### src/rtl/datamem_arbiter.sv
// -----------------------------------------------------------------------------
// datamem_arbiter
//
// Shares one single-port data memory between the pipeline (core port) and a
// host/loader (dbg port). Each access takes three cycles:
//   IDLE  : requests sampled, winner's we/addr/wdata latched
//   ISSUE : memory strobed from the latched values
//   RESP  : winner's ack pulses; on a read, the winner's rdata takes mem_rdata
// When both requesters are eligible, the one that was not granted last wins.
// The core is masked while halt is high. A core access that is already in
// flight when halt rises still completes.
//
// Optional feature (macro ARB_STALLCNT_EN): adds output stall_count, a 16-bit
// saturating count of the cycles with core_stall=1. Without the macro the port
// and the counter do not exist.
//
// Ports
//   clk                         clock, rising edge
//   reset                       asynchronous, active-low reset
//   halt                        masks core requests while high
//   core_req/we/addr/wdata      pipeline request
//   core_ack/rdata/stall        pipeline response; stall = req && !ack
//   dbg_req/we/addr/wdata       host request
//   dbg_ack/rdata               host response
//   mem_en/we/addr/wdata        memory command (active in ISSUE only)
//   mem_rdata                   memory read data, valid the cycle after mem_en
//   stall_count                 (ARB_STALLCNT_EN only) saturating stall count
// -----------------------------------------------------------------------------
module datamem_arbiter (
    input  logic        clk,
    input  logic        reset,
    input  logic        halt,
    input  logic        core_req,
    input  logic        core_we,
    input  logic [15:0] core_addr,
    input  logic [15:0] core_wdata,
    output logic        core_ack,
    output logic [15:0] core_rdata,
    output logic        core_stall,
    input  logic        dbg_req,
    input  logic        dbg_we,
    input  logic [15:0] dbg_addr,
    input  logic [15:0] dbg_wdata,
    output logic        dbg_ack,
    output logic [15:0] dbg_rdata,
    output logic        mem_en,
    output logic        mem_we,
    output logic [15:0] mem_addr,
    output logic [15:0] mem_wdata,
    input  logic [15:0] mem_rdata
`ifdef ARB_STALLCNT_EN
    ,
    output logic [15:0] stall_count
`endif
);

    typedef enum logic [1:0] {
        IDLE  = 2'd0,
        ISSUE = 2'd1,
        RESP  = 2'd2
    } state_t;

    state_t      state_r;
    state_t      state_next_s;
    logic        start_s;

    logic        core_elig_s;
    logic        dbg_elig_s;
    logic        any_elig_s;
    logic        grant_dbg_s;
    logic        sel_we_s;
    logic [15:0] sel_addr_s;
    logic [15:0] sel_wdata_s;

    // Latched transaction; mem_addr_r/mem_wdata_r double as the address/data latch
    logic        we_r;
    logic        win_dbg_r;
    logic        last_dbg_r;    // 1 = dbg was granted last, so core wins the next tie
    logic        mem_en_r;
    logic        mem_we_r;
    logic [15:0] mem_addr_r;
    logic [15:0] mem_wdata_r;

    logic        core_ack_r;
    logic        dbg_ack_r;
    logic [15:0] core_rdata_r;
    logic [15:0] dbg_rdata_r;
    logic        rd_resp_s;
    logic        core_stall_s;

    assign core_elig_s = core_req & ~halt;
    assign dbg_elig_s  = dbg_req;
    assign any_elig_s  = core_elig_s | dbg_elig_s;

    // Pick the winner (round-robin on a tie) and route its request fields
    always_comb begin
        grant_dbg_s = 1'b0;
        sel_we_s    = 1'b0;
        sel_addr_s  = 16'h0000;
        sel_wdata_s = 16'h0000;
        if (core_elig_s && dbg_elig_s) begin
            grant_dbg_s = ~last_dbg_r;
        end else if (dbg_elig_s) begin
            grant_dbg_s = 1'b1;
        end else begin
            grant_dbg_s = 1'b0;
        end
        if (grant_dbg_s) begin
            sel_we_s    = dbg_we;
            sel_addr_s  = dbg_addr;
            sel_wdata_s = dbg_wdata;
        end else begin
            sel_we_s    = core_we;
            sel_addr_s  = core_addr;
            sel_wdata_s = core_wdata;
        end
    end

    // Next-state logic; start_s marks the IDLE->ISSUE edge where the winner is latched
    always_comb begin
        state_next_s = state_r;
        start_s      = 1'b0;
        case (state_r)
            IDLE: begin
                if (any_elig_s) begin
                    state_next_s = ISSUE;
                    start_s      = 1'b1;
                end else begin
                    state_next_s = IDLE;
                end
            end
            ISSUE:   state_next_s = RESP;
            RESP:    state_next_s = IDLE;
            default: state_next_s = IDLE;
        endcase
    end

    // State register
    always_ff @(posedge clk or negedge reset) begin
        if (!reset) begin
            state_r <= IDLE;
        end else begin
            state_r <= state_next_s;
        end
    end

    // Latch the winner and drive the memory command for exactly the ISSUE cycle
    always_ff @(posedge clk or negedge reset) begin
        if (!reset) begin
            mem_en_r    <= 1'b0;
            mem_we_r    <= 1'b0;
            mem_addr_r  <= 16'h0000;
            mem_wdata_r <= 16'h0000;
            we_r        <= 1'b0;
            win_dbg_r   <= 1'b0;
            last_dbg_r  <= 1'b1;
        end else if (start_s) begin
            mem_en_r    <= 1'b1;
            mem_we_r    <= sel_we_s;
            mem_addr_r  <= sel_addr_s;
            mem_wdata_r <= sel_wdata_s;
            we_r        <= sel_we_s;
            win_dbg_r   <= grant_dbg_s;
            last_dbg_r  <= grant_dbg_s;
        end else begin
            mem_en_r    <= 1'b0;
            mem_we_r    <= 1'b0;
        end
    end

    // One-cycle ack to the winner during RESP
    always_ff @(posedge clk or negedge reset) begin
        if (!reset) begin
            core_ack_r <= 1'b0;
            dbg_ack_r  <= 1'b0;
        end else begin
            core_ack_r <= (state_r == ISSUE) && !win_dbg_r;
            dbg_ack_r  <= (state_r == ISSUE) &&  win_dbg_r;
        end
    end

    assign rd_resp_s = (state_r == RESP) && !we_r;

    // Read data registers: capture mem_rdata at the end of a read RESP, hold otherwise
    always_ff @(posedge clk or negedge reset) begin
        if (!reset) begin
            core_rdata_r <= 16'h0000;
            dbg_rdata_r  <= 16'h0000;
        end else if (rd_resp_s) begin
            if (win_dbg_r) begin
                dbg_rdata_r <= mem_rdata;
            end else begin
                core_rdata_r <= mem_rdata;
            end
        end else begin
            core_rdata_r <= core_rdata_r;
            dbg_rdata_r  <= dbg_rdata_r;
        end
    end

    // mem_rdata only arrives in RESP, so it is forwarded alongside the ack
    // and the register carries the value from the following cycle onward.
    assign core_rdata   = (rd_resp_s && !win_dbg_r) ? mem_rdata : core_rdata_r;
    assign dbg_rdata    = (rd_resp_s &&  win_dbg_r) ? mem_rdata : dbg_rdata_r;
    assign core_ack     = core_ack_r;
    assign dbg_ack      = dbg_ack_r;
    assign core_stall_s = core_req & ~core_ack_r;
    assign core_stall   = core_stall_s;
    assign mem_en       = mem_en_r;
    assign mem_we       = mem_we_r;
    assign mem_addr     = mem_addr_r;
    assign mem_wdata    = mem_wdata_r;

`ifdef ARB_STALLCNT_EN
    logic [15:0] stall_cnt_r;

    // Saturating count of cycles the core spends stalled
    always_ff @(posedge clk or negedge reset) begin
        if (!reset) begin
            stall_cnt_r <= 16'h0000;
        end else if (core_stall_s && (stall_cnt_r != 16'hFFFF)) begin
            stall_cnt_r <= stall_cnt_r + 16'd1;
        end else begin
            stall_cnt_r <= stall_cnt_r;
        end
    end

    assign stall_count = stall_cnt_r;
`endif

endmodule

### config.mk
export PLATFORM = sky130hd
export DESIGN_NAME = datamem_arbiter
export DESIGN_NICKNAME = d
export VERILOG_FILES = /design/src/rtl/datamem_arbiter.sv
export SDC_FILE = /design/constraint.sdc
export NUM_CORES = 1
export LEC_CHECK = 0
export ABC_AREA = 1
export CORE_ASPECT_RATIO = 0.8
export CORE_MARGIN = 4
export CORE_UTILIZATION = 43
export CTS_BUF_LIST = sky130_fd_sc_hd__clkbuf_8
export CTS_CLUSTER_SIZE = 25
export DETAILED_ROUTE_END_ITERATION = 10
export PLACE_DENSITY = 0.85
export SLEW_MARGIN = 20
export SYNTH_ARGS = -nofsm -noshare
export SYNTH_HDL_FRONTEND = slang
export SYNTH_SLANG_ARGS = --single-unit
### constraint.sdc
create_clock -name clk -period 1.53 [get_ports clk]
set_clock_uncertainty 0.05 [all_clocks]
set_input_delay 0.306 -clock clk [delete_from_list [all_inputs] [get_ports clk]]
set_output_delay 0.306 -clock clk [all_outputs]
set_load 0.005 [all_outputs]
==> impl_metrics.py <==
metrics = {
    "run_status": {
        "run_status": "finished, violations left",
        "violated_checks": "setup timing",
    },
    "floorplanning": {
        "chipHeight_um": 87.9,
        "top_level_ports": 156,
        "floorplan.core_area_um2": 7570,
        "cell_row_count": 28,
        "die_area_um2": 9480,
        "initial_core_util_pct": 45.4,
        "die_w_um": 108,
    },
    "cts": {
        "buffer_type_at_the_clock_tree_root": "sky130_fd_sc_hd__clkbuf_8",
        "clock_sinks": 72,
        "cts_made_buffers": 9,
        "cts_buffer_depth": 2,
        "worstSkewPairLatency_ns": 0.32,
        "h-tree-depth": 3,
        "cts.clk_slew.worst_paths_ns": 0.08,
        "tritoncts_clock_tree": "done",
    },
    "placement": {
        "dp_hpwl_um": 7540,
        "port_buffers": 155,
        "gp_congestion": 0.849,
    },
    "timing": {
        "final_period_minus_worst_setup_slack_ns": 2.04,
        "slew_worst_pin_ns": 0.366,
        "report.final.slew_viol_count": 0,
        "hold_viol_final": 0,
        "achievable-frequency_mhz": 490,
        "report.final.setup_viol": 32,
        "timing.final.ws_setup_ns": -0.512,
        "period_share_pct": 133,
        "timing.max_slew.rel_slack_pct": 75.5,
        "grt_setup_unrepaired": "true",
    },
    "global_routing": {
        "grt_max_degree": 36,
        "global_route.usage.total_pct": 24.1,
        "vias_in_the_first_global_route": 3652,
        "antenna_found_initial": 0,
        "first_pass_grt_wire_length_um": 17900,
        "grt-ovfl-total": 0,
    },
    "logic_synthesis": {
        "post_synth_num_cell_types": 15,
        "netlist_top_cells_count": "137 x sky130_fd_sc_hd__nand2_1, 90 x sky130_fd_sc_hd__inv_1, 71 x sky130_fd_sc_hd__dfrtp_1",
        "synthCells": 448,
        "synth_enable_flop_cells": 0,
        "post_synth_main_area_contributors": "sky130_fd_sc_hd__dfrtp_1 52%, sky130_fd_sc_hd__nand2_1 15%, sky130_fd_sc_hd__nand3_1 10%",
        "synth.avg_cell_area_um2": 7.66,
        "synthesis.nets": 535,
        "ys_seq_elements": 72,
        "synth.cell_area_um2": 3430,
        "synth_seq_area_share_pct": 52.5,
        "yosys.area.top_type": "sky130_fd_sc_hd__dfrtp_1",
        "ys.flop_type": "sky130_fd_sc_hd__dfrtp_1",
        "number_of_warnings_issued_by_yosys": 0,
        "synth_most_common_cell": "sky130_fd_sc_hd__nand2_1",
        "synth_async_sr_flop_share_pct": 100,
        "synthDominantCellAreaShare_pct": 51.8,
    },
    "worst_setup_path": {
        "rr_worst_depth": 8,
        "worstSetupStartpointType": "flop",
        "required_ns": 1.17,
        "data_arrival_time_of_the_worst_path_ns": 1.69,
        "critPathKind": "flop to primary output",
        "rr_startpoint": "state_r[0]$_DFF_PN0_",
        "reg2reg_slack_ns": 0.02,
        "critical_path_peak_fanout": 4,
        "endpoint_kind": "primary output",
        "crit-reg2reg-capture": "win_dbg_r$_DFFE_PN0P_",
    },
    "route": {
        "wire_per_inst_um": 16.4,
        "antenna_left": 0,
        "dr.pass1.iters": 4,
        "wirelength_um": 12300,
        "drc_errors": 0,
        "detail_route.vias_per_cell": 4.88,
        "detailedRoute.firstIterationViolations": 190,
        "vias": 3661,
    },
    "finish": {
        "final_core_util_pct": 78.4,
        "drive_above_1_share_pct": 25.7,
        "fin_nets": 727,
        "area.growth.synth_to_final_pct": 72.8,
        "n_antenna_cell": 0,
    },
    "power_and_ir_drop": {
        "power_density_nw_per_um2": 1750,
        "power.static_leakage_nw": 3.18,
        "peakVddDrop_v": 0.000888,
        "fin_total_pwr_mw": 10.4,
    },
    "flow_run": {
        "drv.max_cap_violation_count": 0,
    },
    "worst_hold_path": {
        "timing.hold.worst.class": "input port to asynchronous set/reset pin",
    },
}
## logic make-up after synthesis
group                  share of synthesized area (%)
flip-flops                                      52.5
buffers and inverters                           14.3
AND/OR/NAND/NOR                                 25.7
AO/OA/AOI/OAI                                   7.47
## sequential cells by signal (all words and copies together), names as in the netlist
register	flops
core_ack	1
core_rdata_r	16
dbg_ack	1
dbg_rdata_r	16
last_dbg_r	1
mem_addr	16
mem_wdata	16
mem_we	1
state_r	2
we_r	1
win_dbg_r	1
## worst max-delay path by stage
stage,start,to
2_1_floorplan,state_r[1]$_DFF_PN0_,core_rdata[0]
3_3_place_gp,mem_rdata[12],core_rdata[12]
3_5_place_dp,state_r[1]$_DFF_PN0_,core_rdata[6]
4_1_cts,state_r[1]$_DFF_PN0_,core_rdata[15]
5_1_grt,state_r[1]$_DFF_PN0_,dbg_rdata[6]
6_report,state_r[1]$_DFF_PN0_,dbg_rdata[4]
## what timing repair did
action,4_1_cts,5_1_grt
gates cloned,5,4
resized for setup,222,80
setup buffers,11,10
hold buffers,1,0
setup endpoints to repair,69,77
pin swaps,1,4
endpoints found under the hold margin,22,0
## critical path: stages, from the launching register on
cell	delay (ns)
sky130_fd_sc_hd__dfrtp_1	0.36
sky130_fd_sc_hd__inv_2	0.06
sky130_fd_sc_hd__nor2_4	0.17
sky130_fd_sc_hd__nand3_4	0.11
sky130_fd_sc_hd__buf_6	0.15
sky130_fd_sc_hd__buf_6	0.13
sky130_fd_sc_hd__clkbuf_16	0.14
sky130_fd_sc_hd__o21ai_2	0.11
sky130_fd_sc_hd__buf_2	0.13
## layout by cell type (no fill, tap or decap), types with 5 or more instances in the layout
| cell type | n |
|---|---|
| sky130_fd_sc_hd__buf_2 | 24 |
| sky130_fd_sc_hd__buf_12 | 7 |
| sky130_fd_sc_hd__nand2_2 | 11 |
| sky130_fd_sc_hd__clkbuf_2 | 5 |
| sky130_fd_sc_hd__nand2_1 | 121 |
| sky130_fd_sc_hd__clkbuf_8 | 9 |
| sky130_fd_sc_hd__dlygate4sd2_1 | 35 |
| sky130_fd_sc_hd__o21ai_4 | 11 |
| sky130_fd_sc_hd__buf_6 | 10 |
| sky130_fd_sc_hd__nand3_1 | 65 |
| sky130_fd_sc_hd__clkdlybuf4s50_1 | 84 |
| sky130_fd_sc_hd__o21ai_1 | 6 |
| sky130_fd_sc_hd__inv_1 | 87 |
| sky130_fd_sc_hd__o21ai_2 | 28 |
| sky130_fd_sc_hd__buf_4 | 28 |
| sky130_fd_sc_hd__nand2_4 | 5 |
| sky130_fd_sc_hd__dfrtp_1 | 71 |
## report_power, final
group / leakage [nW] / internal (mW) / switching [mW] / total [mW]
Combinational: 2.21 / 2.76 / 2.75 / 5.51
Clock: 0.0952 / 0.752 / 0.725 / 1.48
Sequential: 0.875 / 2.86 / 0.503 / 3.36
## stage by stage
step | setup TNS [ns] | cells | hold slack [ns] | setup WS (ns) | instance area [µm²]
2_1_floorplan | 0 | 448 | -0.0396 | 0.0882 | 3430
3_3_place_gp | -20.42 | 707 | 0.175 | -0.432 | 5200
3_5_place_dp | -23.71 | 707 | 0.173 | -0.499 | 5200
4_1_cts | -13.44 | 740 | 0.336 | -0.491 | 5650
5_1_grt | -16.59 | 750 | 0.377 | -0.578 | 5930
6_report | -13.32 | 750 | 0.356 | -0.512 | 5930
## routing by layer
layer	vias up	track usage [%]	routed length [µm]
met3	18	4.64	730
li1	1753	-	-
met5	-	0	0
met2	145	44.4	6450
met4	0	6.42	195
met1	1745	29.1	4900
## layout make-up
cell class	count	area (µm²)
Clock buffer	9	124
Clock inverter	7	72.6
Fill cell	523	1640
Inverter	92	348
Multi-Input combinational cell	260	1470
Sequential cell	72	1800
Tap cell	105	131
Timing Repair Buffer	205	1980
Note: power is estimated with default switching activity, not from simulation.
